[src/rtl/systolic_drain_deskew.sv]
// systolic_drain_deskew: realigns the skewed bottom-edge outputs of the PE
// array into whole rows and buffers them in a small row FIFO that drains
// downstream over a valid/ready handshake. The array cannot stall, so rows
// that find the FIFO full are dropped and flagged on a sticky overflow.
module systolic_drain_deskew #(
   parameter int unsigned WORD_SIZE = 16,
   parameter int unsigned COLS      = 4,
   parameter int unsigned DEPTH     = 4
) (
   input  logic                           clk,
   input  logic                           rst_n,
   input  logic [COLS*WORD_SIZE-1:0]      col_in,
   input  logic                           in_valid,
   input  logic                           flush,
   input  logic                           clear_ovf,
   output logic                           out_valid,
   input  logic                           out_ready,
   output logic [COLS*WORD_SIZE-1:0]      out_data,
   output logic [$clog2(DEPTH+1)-1:0]     fill,
   output logic                           overflow
);

   localparam int unsigned ROW_W  = COLS * WORD_SIZE;
   localparam int unsigned PTR_W  = $clog2(DEPTH);
   localparam int unsigned FILL_W = $clog2(DEPTH + 1);

   logic [ROW_W-1:0]  aligned_row;
   logic              aligned_valid;

   logic [ROW_W-1:0]  mem [DEPTH];
   logic [PTR_W-1:0]  wr_ptr;
   logic [PTR_W-1:0]  rd_ptr;
   logic [FILL_W-1:0] fill_nxt;
   logic              do_pop;
   logic              do_push;
   logic              do_drop;

   // Per-column delay lines: column j waits COLS-1-j cycles so every word of
   // a row lands on the aligned bus in the same cycle.
   for (genvar j = 0; j < COLS; j++) begin : g_col
      localparam int unsigned STAGES = COLS - 1 - j;

      if (STAGES == 0) begin : g_direct
         assign aligned_row[j*WORD_SIZE +: WORD_SIZE] = col_in[j*WORD_SIZE +: WORD_SIZE];
      end else begin : g_pipe
         logic [WORD_SIZE-1:0] sr [STAGES];

         // Shift the column word down its delay line.
         always_ff @(posedge clk or negedge rst_n) begin
            if (!rst_n) begin
               for (int k = 0; k < STAGES; k++) begin
                  sr[k] <= '0;
               end
            end else begin
               sr[0] <= col_in[j*WORD_SIZE +: WORD_SIZE];
               for (int k = 1; k < STAGES; k++) begin
                  sr[k] <= sr[k-1];
               end
            end
         end

         assign aligned_row[j*WORD_SIZE +: WORD_SIZE] = sr[STAGES-1];
      end
   end

   // The row marker follows column 0, so it needs the full COLS-1 stages.
   if (COLS == 1) begin : g_vld_direct
      assign aligned_valid = in_valid;
   end else begin : g_vld_pipe
      logic [COLS-2:0] vld_sr;

      // Shift the row marker; flush kills every row still in flight.
      always_ff @(posedge clk or negedge rst_n) begin
         if (!rst_n) begin
            vld_sr <= '0;
         end else if (flush) begin
            vld_sr <= '0;
         end else begin
            vld_sr[0] <= in_valid;
            for (int k = 1; k < COLS - 1; k++) begin
               vld_sr[k] <= vld_sr[k-1];
            end
         end
      end

      assign aligned_valid = vld_sr[COLS-2];
   end

   // Handshake decode: a full FIFO still accepts a row when the head leaves
   // on the same edge; flush overrides both directions.
   always_comb begin
      do_pop  = 1'b0;
      do_push = 1'b0;
      do_drop = 1'b0;
      if (!flush) begin
         do_pop  = out_valid & out_ready;
         do_push = aligned_valid & ((fill < FILL_W'(DEPTH)) | do_pop);
         do_drop = aligned_valid & ~do_push;
      end
   end

   // Next occupancy count.
   always_comb begin
      fill_nxt = fill;
      if (flush) begin
         fill_nxt = '0;
      end else if (do_push && !do_pop) begin
         fill_nxt = fill + FILL_W'(1);
      end else if (do_pop && !do_push) begin
         fill_nxt = fill - FILL_W'(1);
      end
   end

   // Occupancy, registered head-valid and wrapping pointers.
   always_ff @(posedge clk or negedge rst_n) begin
      if (!rst_n) begin
         fill      <= '0;
         out_valid <= 1'b0;
         wr_ptr    <= '0;
         rd_ptr    <= '0;
      end else begin
         fill      <= fill_nxt;
         out_valid <= (fill_nxt != '0);
         if (flush) begin
            wr_ptr <= '0;
            rd_ptr <= '0;
         end else begin
            if (do_push) begin
               wr_ptr <= wr_ptr + PTR_W'(1);
            end
            if (do_pop) begin
               rd_ptr <= rd_ptr + PTR_W'(1);
            end
         end
      end
   end

   // Row storage; only the tail slot is written.
   always_ff @(posedge clk or negedge rst_n) begin
      if (!rst_n) begin
         for (int i = 0; i < DEPTH; i++) begin
            mem[i] <= '0;
         end
      end else if (do_push) begin
         mem[wr_ptr] <= aligned_row;
      end
   end

   // Sticky drop flag; a drop on the same edge as a clear keeps it set.
   always_ff @(posedge clk or negedge rst_n) begin
      if (!rst_n) begin
         overflow <= 1'b0;
      end else if (do_drop) begin
         overflow <= 1'b1;
      end else if (clear_ovf) begin
         overflow <= 1'b0;
      end
   end

   assign out_data = mem[rd_ptr];

endmodule

[config.mk]
export PLATFORM = sky130hd
export DESIGN_NAME = systolic_drain_deskew
export DESIGN_NICKNAME = d
export VERILOG_FILES = /design/src/rtl/systolic_drain_deskew.sv
export SDC_FILE = /design/constraint.sdc
export NUM_CORES = 1
export LEC_CHECK = 0
export ABC_AREA = 1
export BUFFER_PORTS_ARGS = -buffer_cell sky130_fd_sc_hd__buf_2
export CAP_MARGIN = 20
export CORE_UTILIZATION = 63
export CTS_CLUSTER_DIAMETER = 40
export DETAILED_ROUTE_END_ITERATION = 6
export PLACE_DENSITY = 0.9
export SYNTH_ARGS = -nofsm -noshare
export SYNTH_HDL_FRONTEND = slang
export SYNTH_SLANG_ARGS = --single-unit
[constraint.sdc]
create_clock -name clk -period 3.3 [get_ports clk]
set_input_delay 0.66 -clock clk [delete_from_list [all_inputs] [get_ports clk]]
set_output_delay 0.66 -clock clk [all_outputs]
set_load 0.005 [all_outputs]
[After elaboration in Yosys (flattened, before gate mapping)]
Index checks and enable logic that the tools add are counted.
Word-level totals
  input bits: 70
  register bits after elaboration: 364
Cells by class
  mux-type cells: 19
  add/subtract/negate cells: 4
  magnitude comparators: 4
  bitwise logic cells: 7
  reduce and logical (&&, ||, !) cells: 9
Operators with widths (count)
  $bwmux W256: 1
  $mux W64: 3
  $bmux W64 S2: 1
  $demux W64 S2: 1
  $mux W3: 4
  $mux W2: 4
  $ge A3 B3 Y1 const B: 2
  $not A2 Y3: 2
  $reduce_bool A2 Y1: 3
  $mux W1: 5
  $add A2 B1 Y2 const B: 2
  $add A3 B1 Y3 const B: 1
  $and A1 B1 Y1: 3
  $logic_and A1 B1 Y1: 3
  $lt A3 B1 Y1 const B: 1
  $lt A3 B3 Y1 const B: 1
  $reduce_bool A3 Y1: 1
  $sub A3 B1 Y3 const B: 1
  $logic_not A1 Y1: 2
  $not A1 Y1: 1
  $or A1 B1 Y1: 1

[Depth between registers and ports, before layout]
Gate-level depths: netlist of the first run.
  word-level depth: 10
  depth in mapped cells: 10
  mapped depth without buffers: 10

[Worst setup path before layout of the first run]
Ideal clock, no wire load.
  kind: register -> output
  start point: register rd_ptr[0]
  end point: output out_data[0]
  path buffers: 3
  cell stages (with the launch flop): 7
  required time: 2.640 ns
  setup slack: 1.487 ns
  data arrival time: 1.153 ns
  cell sequence: dfrtp_1 buf_2 inv_2 buf_2 buf_2 nor2_1 o22ai_1
Between the ends
  longest elaborated chain between the ends: 4
RTL lines
  from (decl): line 32  | logic [PTR_W-1:0] rd_ptr;
  from (signal assigned): line 132  | rd_ptr <= rd_ptr + PTR_W'(1);
  $not A2 Y3 (implied by the code): line 160  | assign out_data = mem[rd_ptr];
  $bmux W64 S2: line 160
  $mux W64 (implied by the code) (2 in a row): line 160
  to (decl): line 18  | output logic [COLS*WORD_SIZE-1:0] out_data,
Every way passes these cells. The select of a mux whose other input is x is not followed.

[Final worst setup path of the first run]
  start point: register rd_ptr[1]
  end point: output out_data[24]
The elaborated chain is that of the path after synthesis.

==> run summary, run 1 <==
The synthesized netlist devotes 0% of its cell area to XOR and XNOR gates. The nature of the critical path endpoint was an output port. The areal power density over the cells was 659.3 nW/um^2; the worst clock skew on the final layout was 0.01364 ns. The first detailed-routing pass ran for 5 iterations. The worst slew margin relative to its limit is 49.20%, and the average instance area after synthesis is 10.19 um^2. Detailed placement ended at an HPWL of 18070 um. The number of H-tree levels is 2.

In this run the cell area of the synthesized design comes to 14610 um^2. The synthesized design contains 364 register bits. The run finished with clean final reports. Setup repair after global routing left no endpoint under its margin. At the end of routability-driven placement, the weighted congestion stood at 0.7835. The logs give 332.2 MHz for the maximum clock frequency and 364 for the clock sink count.

Counting the buffers created by CTS gives 43. Setup violations remaining at the end of the flow were counted as 0. Along the worst path, the maximum fanout reaches 36.

The count of buffers added on input and output ports is 138. The post-route netlist has 20.20% of its cells at a drive strength greater than 1. The floorplan step defined a die boundary enclosing 23800 um^2. The cell sitting at the root of the clock tree is a sky130_fd_sc_hd__clkbuf_16. In the layout the commonest cells are 362 x sky130_fd_sc_hd__dfrtp_1, 275 x sky130_fd_sc_hd__nand2_1, 181 x sky130_fd_sc_hd__o21ai_1, 137 x sky130_fd_sc_hd__buf_2, 135 x sky130_fd_sc_hd__nor2_1. In this run, post-CTS hold repair placed 0 buffers. For the first-pass GRT wire length, the log shows 54030 um. Summed over all failing endpoints, the final setup total negative slack is 0 ns. The overall fraction of global-route tracks in use came out at 28.43%. Yosys printed 0 warnings. The run gives 21 as the distinct cell type count of the synthesized netlist. The library cell used most frequently in the layout, excluding fill and tap cells, is sky130_fd_sc_hd__dfrtp_1. The initial core utilization is 64.33%. The total congestion overflow after global routing came out at 0. The largest net degree at the start of global routing was 130. The worst hold-check path type is input pin to async pin. After floorplanning, the core was sized to cover 22710 um^2. Across the run, the number of max-cap violations was 0. The share of the Yosys chip area taken by registers is 62.35%.

The count of pins over their slew limit was 0; the deepest clock path buffer count was 3. The logs give 10975 for the number of global-route vias before repair and 1433 for the instance count of the mapped netlist. Final clock period utilization by the worst path: 91.21%. The floorplan step set the die height to 154.3 um.

The die is 154.3 um wide. The worst-skew pair later-pin latency was 0.54 ns; the post-synthesis mux area share was 0%. Including well taps, the total number of placed cells is 1781. For this run, design rule violations remaining after detail routing come to 0. The tools report the initial antenna violation count as 1. In this run the post-CTS setup repair buffer count came out at 0. The setup path with the least slack is of type flip-flop to output port. The adder-cell area share of the yosys netlist is 0.5139%, and the endpoint arrival time on the critical path is 2.35 ns. The tools report the final count of hold timing violations as 0.

The logs give 859 for the initial DRC count and 1617 for the final layout net count. For the pin with the worst max-slew slack, the measured transition is 0.7620 ns. Summing the areas of all compound-gate instances in the mapped netlist gives 18.03% of the synthesized area. After clock tree synthesis, the clock-pin slew on the worst setup and hold paths is 0.06 ns. Post-route non-filler standard cell count: 1860. The final layout contains routed wiring with a total length of 32270 um.

In this run the core area contains 55 standard-cell rows. The area overhead of the layout relative to synthesis is 13.74%. The cell leakage power was 8.306 nW. TritonCTS built the clock tree. Detailed routing inserted a total of 10794 vias. Data on the critical path is required at its endpoint by 2.64 ns. Once layout is done, the placed cells without fillers occupy 16620 um^2.

Summing all placed instances gives a cell area of 15170 um^2. The time the worst path needs with I/O delays and setup was 3.010 ns. The worst-case IR drop observed on VDD is 0.5247 mV. Dividing the detail-routed wire length by the instance count gives 17.35 um. For this design the top-level I/O count stands at 139. The detail route stage leaves a number of antenna-violating nets equal to 0. The post-cts resize count came out at 0. The basic-gate share of the synthesized area counting and, or, nand and nor cells was 11.32%. In the routed layout, each cell is associated on average with a via count of 5.803. When the netlist entered floorplanning its net count stood at 1509. The startpoint type of the worst setup path is a flip-flop. By area, the combinational part of the netlist is dominated by compound AO/OA/AOI/OAI gates.
[path summary, 6_finish.rpt]
path	startpoint	end	slack [ns]	depth (start not counted)
max	rd_ptr[1]	out_data[24]	0.29	4
min	rst_n	mem[241]	0.09	1
max reg2reg	out_valid	mem[158]	1.40	8
min reg2reg	g_col[0].g_pipe.sr[46]	g_col[0].g_pipe.sr[30]	0.34	0
max in group asynchronous	rst_n	mem[147]	2.40	2
min in group clk	col_in[20]	g_col[1].g_pipe.sr[20]	0.22	1
[per-layer routing]
layer	wire, um	vias up	global-route usage, %
met2	16160	497	47.58
li1	-	4963	-
met3	2483	82	5.632
met4	953	0	11.50
met5	0	-	0
met1	12670	5252	36.82
[synthesized netlist by cell type]
library cell / instances / area share (%)
sky130_fd_sc_hd__buf_6: 56 / 4.3
sky130_fd_sc_hd__ha_1: 6 / 0.51
sky130_fd_sc_hd__o21ai_2: 75 / 4.5
sky130_fd_sc_hd__nor3_1: 1 / 0.034
sky130_fd_sc_hd__nand2_1: 275 / 7.1
sky130_fd_sc_hd__inv_6: 1 / 0.060
sky130_fd_sc_hd__nand3b_1: 1 / 0.051
sky130_fd_sc_hd__o21ai_1: 181 / 6.2
sky130_fd_sc_hd__dfrtp_1: 364 / 62
sky130_fd_sc_hd__o22ai_1: 64 / 2.7
sky130_fd_sc_hd__a21oi_1: 1 / 0.034
sky130_fd_sc_hd__buf_2: 15 / 0.51
sky130_fd_sc_hd__nand2_4: 5 / 0.39
sky130_fd_sc_hd__o21ai_0: 133 / 4.6
sky130_fd_sc_hd__nor2_4: 1 / 0.077
sky130_fd_sc_hd__nand3_1: 7 / 0.24
sky130_fd_sc_hd__clkbuf_1: 24 / 0.62
sky130_fd_sc_hd__inv_2: 2 / 0.051
sky130_fd_sc_hd__clkbuf_2: 2 / 0.069
sky130_fd_sc_hd__nor2_1: 135 / 3.5
sky130_fd_sc_hd__inv_1: 84 / 2.2
[where the power goes]
part	internal (mW)	switching, mW
sequential	4.78	0.170
combinational	0.518	0.796
clock	2.82	1.87
[through the flow]
stage	util, %	power [mW]	hold slack (ns)	worst slack, ns
after floorplan	-	5.709	0.3312	1.487
after global placement	66.80	6.241	0.3313	0.9607
after detailed placement	66.80	6.305	0.3347	0.9337
after CTS	73.16	11.02	0.1283	0.3204
after global routing	73.16	11.39	0.1329	0.2135
final	73.17	10.96	0.09254	0.2900
[cell families (layout without fill, tap and decap cells)]
logic type | count (synthesis) | count (layout)
buf+inv | 184 | 325
flops | 364 | 364
other cells | 0 | 1
simple gates | 425 | 425
compound gates | 454 | 454
fa+ha+maj | 6 | 6
[registers in the layout, summed over array words and instances, names as in the netlist]
signal / count
rd_ptr: 2
fill: 3
g_vld_pipe.vld_sr: 3
g_col.g_pipe.sr: 64
wr_ptr: 2
aligned_row: 32
overflow: 1
out_valid: 1
mem: 256
[cell type report]
type	count	area (um^2)
well taps	285	356.6
fillers	1440	6093
clock inverters	20	209.0
repair buffers	160	1003
flip-flops and latches	364	9114
clock buffers	58	1234
inverters	87	334.1
multi-input cells	885	4363
diodes	1	2.502
[worst max-delay path: stages, from the launching register on]
cell	delay [ns]
sky130_fd_sc_hd__dfrtp_2	0.86
sky130_fd_sc_hd__buf_4	0.36
sky130_fd_sc_hd__o21ai_0	0.12
sky130_fd_sc_hd__o22ai_1	0.29
sky130_fd_sc_hd__buf_2	0.17
No activity file was read; power rests on OpenSTA's default activity.
==> run 2, diff against run 1 <==
==> constraint.sdc (replaced) <==
create_clock -name clk -period 3.3 [get_ports clk]
set_input_delay 0.165 -clock clk [delete_from_list [all_inputs] [get_ports clk]]
set_output_delay 0.165 -clock clk [all_outputs]
set_load 0.005 [all_outputs]
==> run 2 against run 1 <==
Effect of this change: clock power up 8.3%; critical path type unchanged; cell area up 4.6%; sequential share of layout area down 2.4 points; worst hold slack worse by 0.069 ns; fmax down 3.9%; sequential power about the same; setup slack worse by 0.12 ns; non-clock buffer count up 68; die area unchanged.
==> run summary, run 2 (synthesis gave the netlist of run 1 again) <==
For the count of pins over their slew limit, the log shows 0. The critical path contains buffers and inverters numbering 2 combined. The clock reaches the later pin of the worst-skew pair after 0.54 ns. The first global-routing pass estimated 57100 um of wire. Input and output buffers added on the ports amount to 138.

Clock-pin slew on the worst setup and hold paths: 0.06 ns. The startpoint type of the worst setup path was a flip-flop. The worst setup path is captured at an output port. After floorplanning, the core was sized to cover 22710 um^2.

At the worst endpoint, the arrival time is 2.97 ns. Buffers inserted during clock tree synthesis total 44. In this run the static leakage power is 8.622 nW. The register ranked first by flip-flop count is mem. After detailed placement, the design holds a cell count of 1781. The areal power density over the cells came out at 657.1 nW/um^2. The finished layout holds 1930 standard cells, fillers aside. Pin placement for this block handled 139 I/O pins. The HPWL after detailed placement came out at 17730 um.

The run gives 0 as the final count of hold timing violations. TritonCTS built the clock tree. Detailed routing inserted a total of 11231 vias. The layout has 1347 filler cells.

In the final routed layout, each cell accounts on average for 18.16 um. The logs give 51.17% for the met2 track demand over resource in global routing and 17380 um^2 for the finished layout cell area. The tools report the global routing met1 resource utilization as 38.10%. The global routing stage identified its most utilized layer as met2.

For the pin with the worst max-slew slack, the measured transition is 0.7949 ns. The congestion estimate from routability-driven global placement came to 0.7814. Once detail routing completed, the nets flagged for antenna violations numbered 0. From synthesis to final layout, the design area changed by 19.00%.

The DRC violations left was 0. The data required time of the critical path was 3.13 ns; the final clock period utilization by the worst path was 94.87%. For this run the aggregate overflow at the end of global routing stands at 0.

The floorplan step defined a die boundary enclosing 23800 um^2. The maximum clock frequency is 319.4 MHz, and the width of the die is 154.3 um. The register with the most flip-flops in the layout has 256 of them.

Leaving out fill and tap cells, the most frequent cell in the layout is sky130_fd_sc_hd__dfrtp_1. Leaving out fill and tap cells, the most frequent cells in the layout are 362 x sky130_fd_sc_hd__dfrtp_1, 275 x sky130_fd_sc_hd__nand2_1, 181 x sky130_fd_sc_hd__o21ai_1, 137 x sky130_fd_sc_hd__buf_2, 135 x sky130_fd_sc_hd__nor2_1. The tools report the clock sink count as 364. The logs give 1090 for the initial DRC count and 11.42 mW for the total power of the final layout. For the worst slew margin relative to its limit, the log shows 47.01%. The overall fraction of global-route tracks in use is 30.43%, and the time the worst path needs with I/O delays and setup is 3.131 ns. In the final layout, flip-flops and latches occupy 9114 um^2. VDD sags by at most 0.5101 mV.

The clock arrives with 0.01788 ns of skew. The worst stage delay on the critical path is 0.84 ns, and the final layout net count is 1686. The critical-path maximum fanout was 72; the number of H-tree levels was 2. For this run, the detailed router's first-pass iteration total came to 7. CTS placed an instance of sky130_fd_sc_hd__clkbuf_16 at the clock tree root.

After detailed routing, the number of vias per cell comes to 5.819. The flow ran to the end, and the final reports show no timing, DRC or antenna violations. After detailed placement, the total cell area comes to 15130 um^2.

Setup repair after global routing left no endpoint under its margin. The worst register-to-register path has a setup slack of 1.17 ns. Slowest cell on the critical path: sky130_fd_sc_hd__dfrtp_4.

The floorplan die height is 154.3 um, and the share of cells above drive strength 1 is 19.53%. Wires add up to 35060 um. The critical path is of the flip-flop to output port type. The min-delay analysis places its worst path in the category input pin to flip-flop.

The tools report the number of global-route vias before repair as 11697. The tools report the deepest clock path buffer count as 3. Area of the multi-input gates: 4363 um^2. The run gives 2 as the initial antenna violation count. The max-capacitance violation count is 0, and the largest net degree at the start of global routing is 99. Traced cell by cell, the critical path runs through buf_4 -> o21ai_0 -> o22ai_1 -> buf_2.

The global-route track usage on met3 was 6.192%; the final-report setup violation count was 0. The number of rows created at floorplan was 55. Setup total negative slack on the finished layout was measured at 0 ns. For this configuration, the core starts out at a cell density of 64.33%. The largest delay contributor family on the critical path is buffers and inverters.
==> run 2: cell count changes in the layout (fill, tap and decap cells not counted) <==
| cell | delta |
|---|---|
| sky130_fd_sc_hd__clkinv_4 | -2 |
| sky130_fd_sc_hd__clkinv_8 | -1 |
| sky130_fd_sc_hd__inv_8 | -1 |
| sky130_fd_sc_hd__inv_6 | +1 |
| sky130_fd_sc_hd__bufinv_16 | +5 |
| sky130_fd_sc_hd__dlygate4sd3_1 | +67 |
| sky130_fd_sc_hd__buf_4 | +3 |
| sky130_fd_sc_hd__clkbuf_16 | +1 |
| sky130_fd_sc_hd__clkbuf_8 | -3 |
| sky130_fd_sc_hd__clkinvlp_4 | +3 |
| sky130_fd_sc_hd__buf_12 | -2 |
| sky130_fd_sc_hd__clkinv_2 | -1 |
==> run 2: stage by stage <==
| step | hold WS, ns | worst slack, ns | util, % |
|---|---|---|---|
| final | 0.02395 | 0.1692 | 76.55 |
| after global routing | 0.02489 | 0.1061 | 76.55 |
| after CTS | 0.009024 | 0.2954 | 76.45 |
| after detailed placement | 0.2657 | 0.8899 | 66.64 |
| after global placement | 0.2653 | 0.9537 | 66.64 |
| after floorplan | -0.1306 | 1.982 | - |
==> run 2: where the power goes <==
group	internal, mW	switching [mW]	total [mW]
Sequential	4.78	0.193	4.97
Clock	3.19	1.89	5.08
Combinational	0.568	0.807	1.37
Total	8.53	2.89	11.4
==> run 2: layout make-up <==
| cell class | instances | share of cell area (%) |
|---|---|---|
| diodes | 1 | 0.01439 |
| clock buffers | 56 | 7.003 |
| clock inverters | 24 | 1.958 |
| inverters | 87 | 1.922 |
| multi-input cells | 885 | 25.10 |
| flip-flops and latches | 364 | 52.43 |
| well taps | 285 | 2.051 |
| repair buffers | 228 | 9.529 |
==> run 2: path summary, 6_finish.rpt <==
path | startpoint | end | cells past startpoint
setup / recovery | rd_ptr[0] | out_data[31] | 4
hold / removal | col_in[62] | mem[254] | 3
setup reg to reg | rd_ptr[0] | rd_ptr[1] | 5
hold reg to reg | g_col[0].g_pipe.sr[47] | g_col[0].g_pipe.sr[31] | 0
max in group asynchronous | rst_n | g_col[0].g_pipe.sr[29] | 3
min in group asynchronous | rst_n | mem[184] | 2
==> run 2: per-layer routing <==
layer  wire length (um)  vias to the layer above
met5                  8                        -
met3               2524                      126
met4               1273                        2
met2              17490                      552
met1              13760                     5451
li1                   -                     5100
==> run 2: worst min-delay path: cells and delay by family <==
family          cells  cell delay [ns]
buf+inv             2             0.20
compound gates      1             0.15
==> run 2: repair_timing <==
| item | 4_1_cts | 5_1_grt |
|---|---|---|
| hold buffers | 67 | 0 |
| buffers inserted | 0 | 0 |
| resized for setup | 0 | 0 |
| hold endpoints to repair | 193 | 0 |
| endpoints found under the setup margin | 0 | 0 |
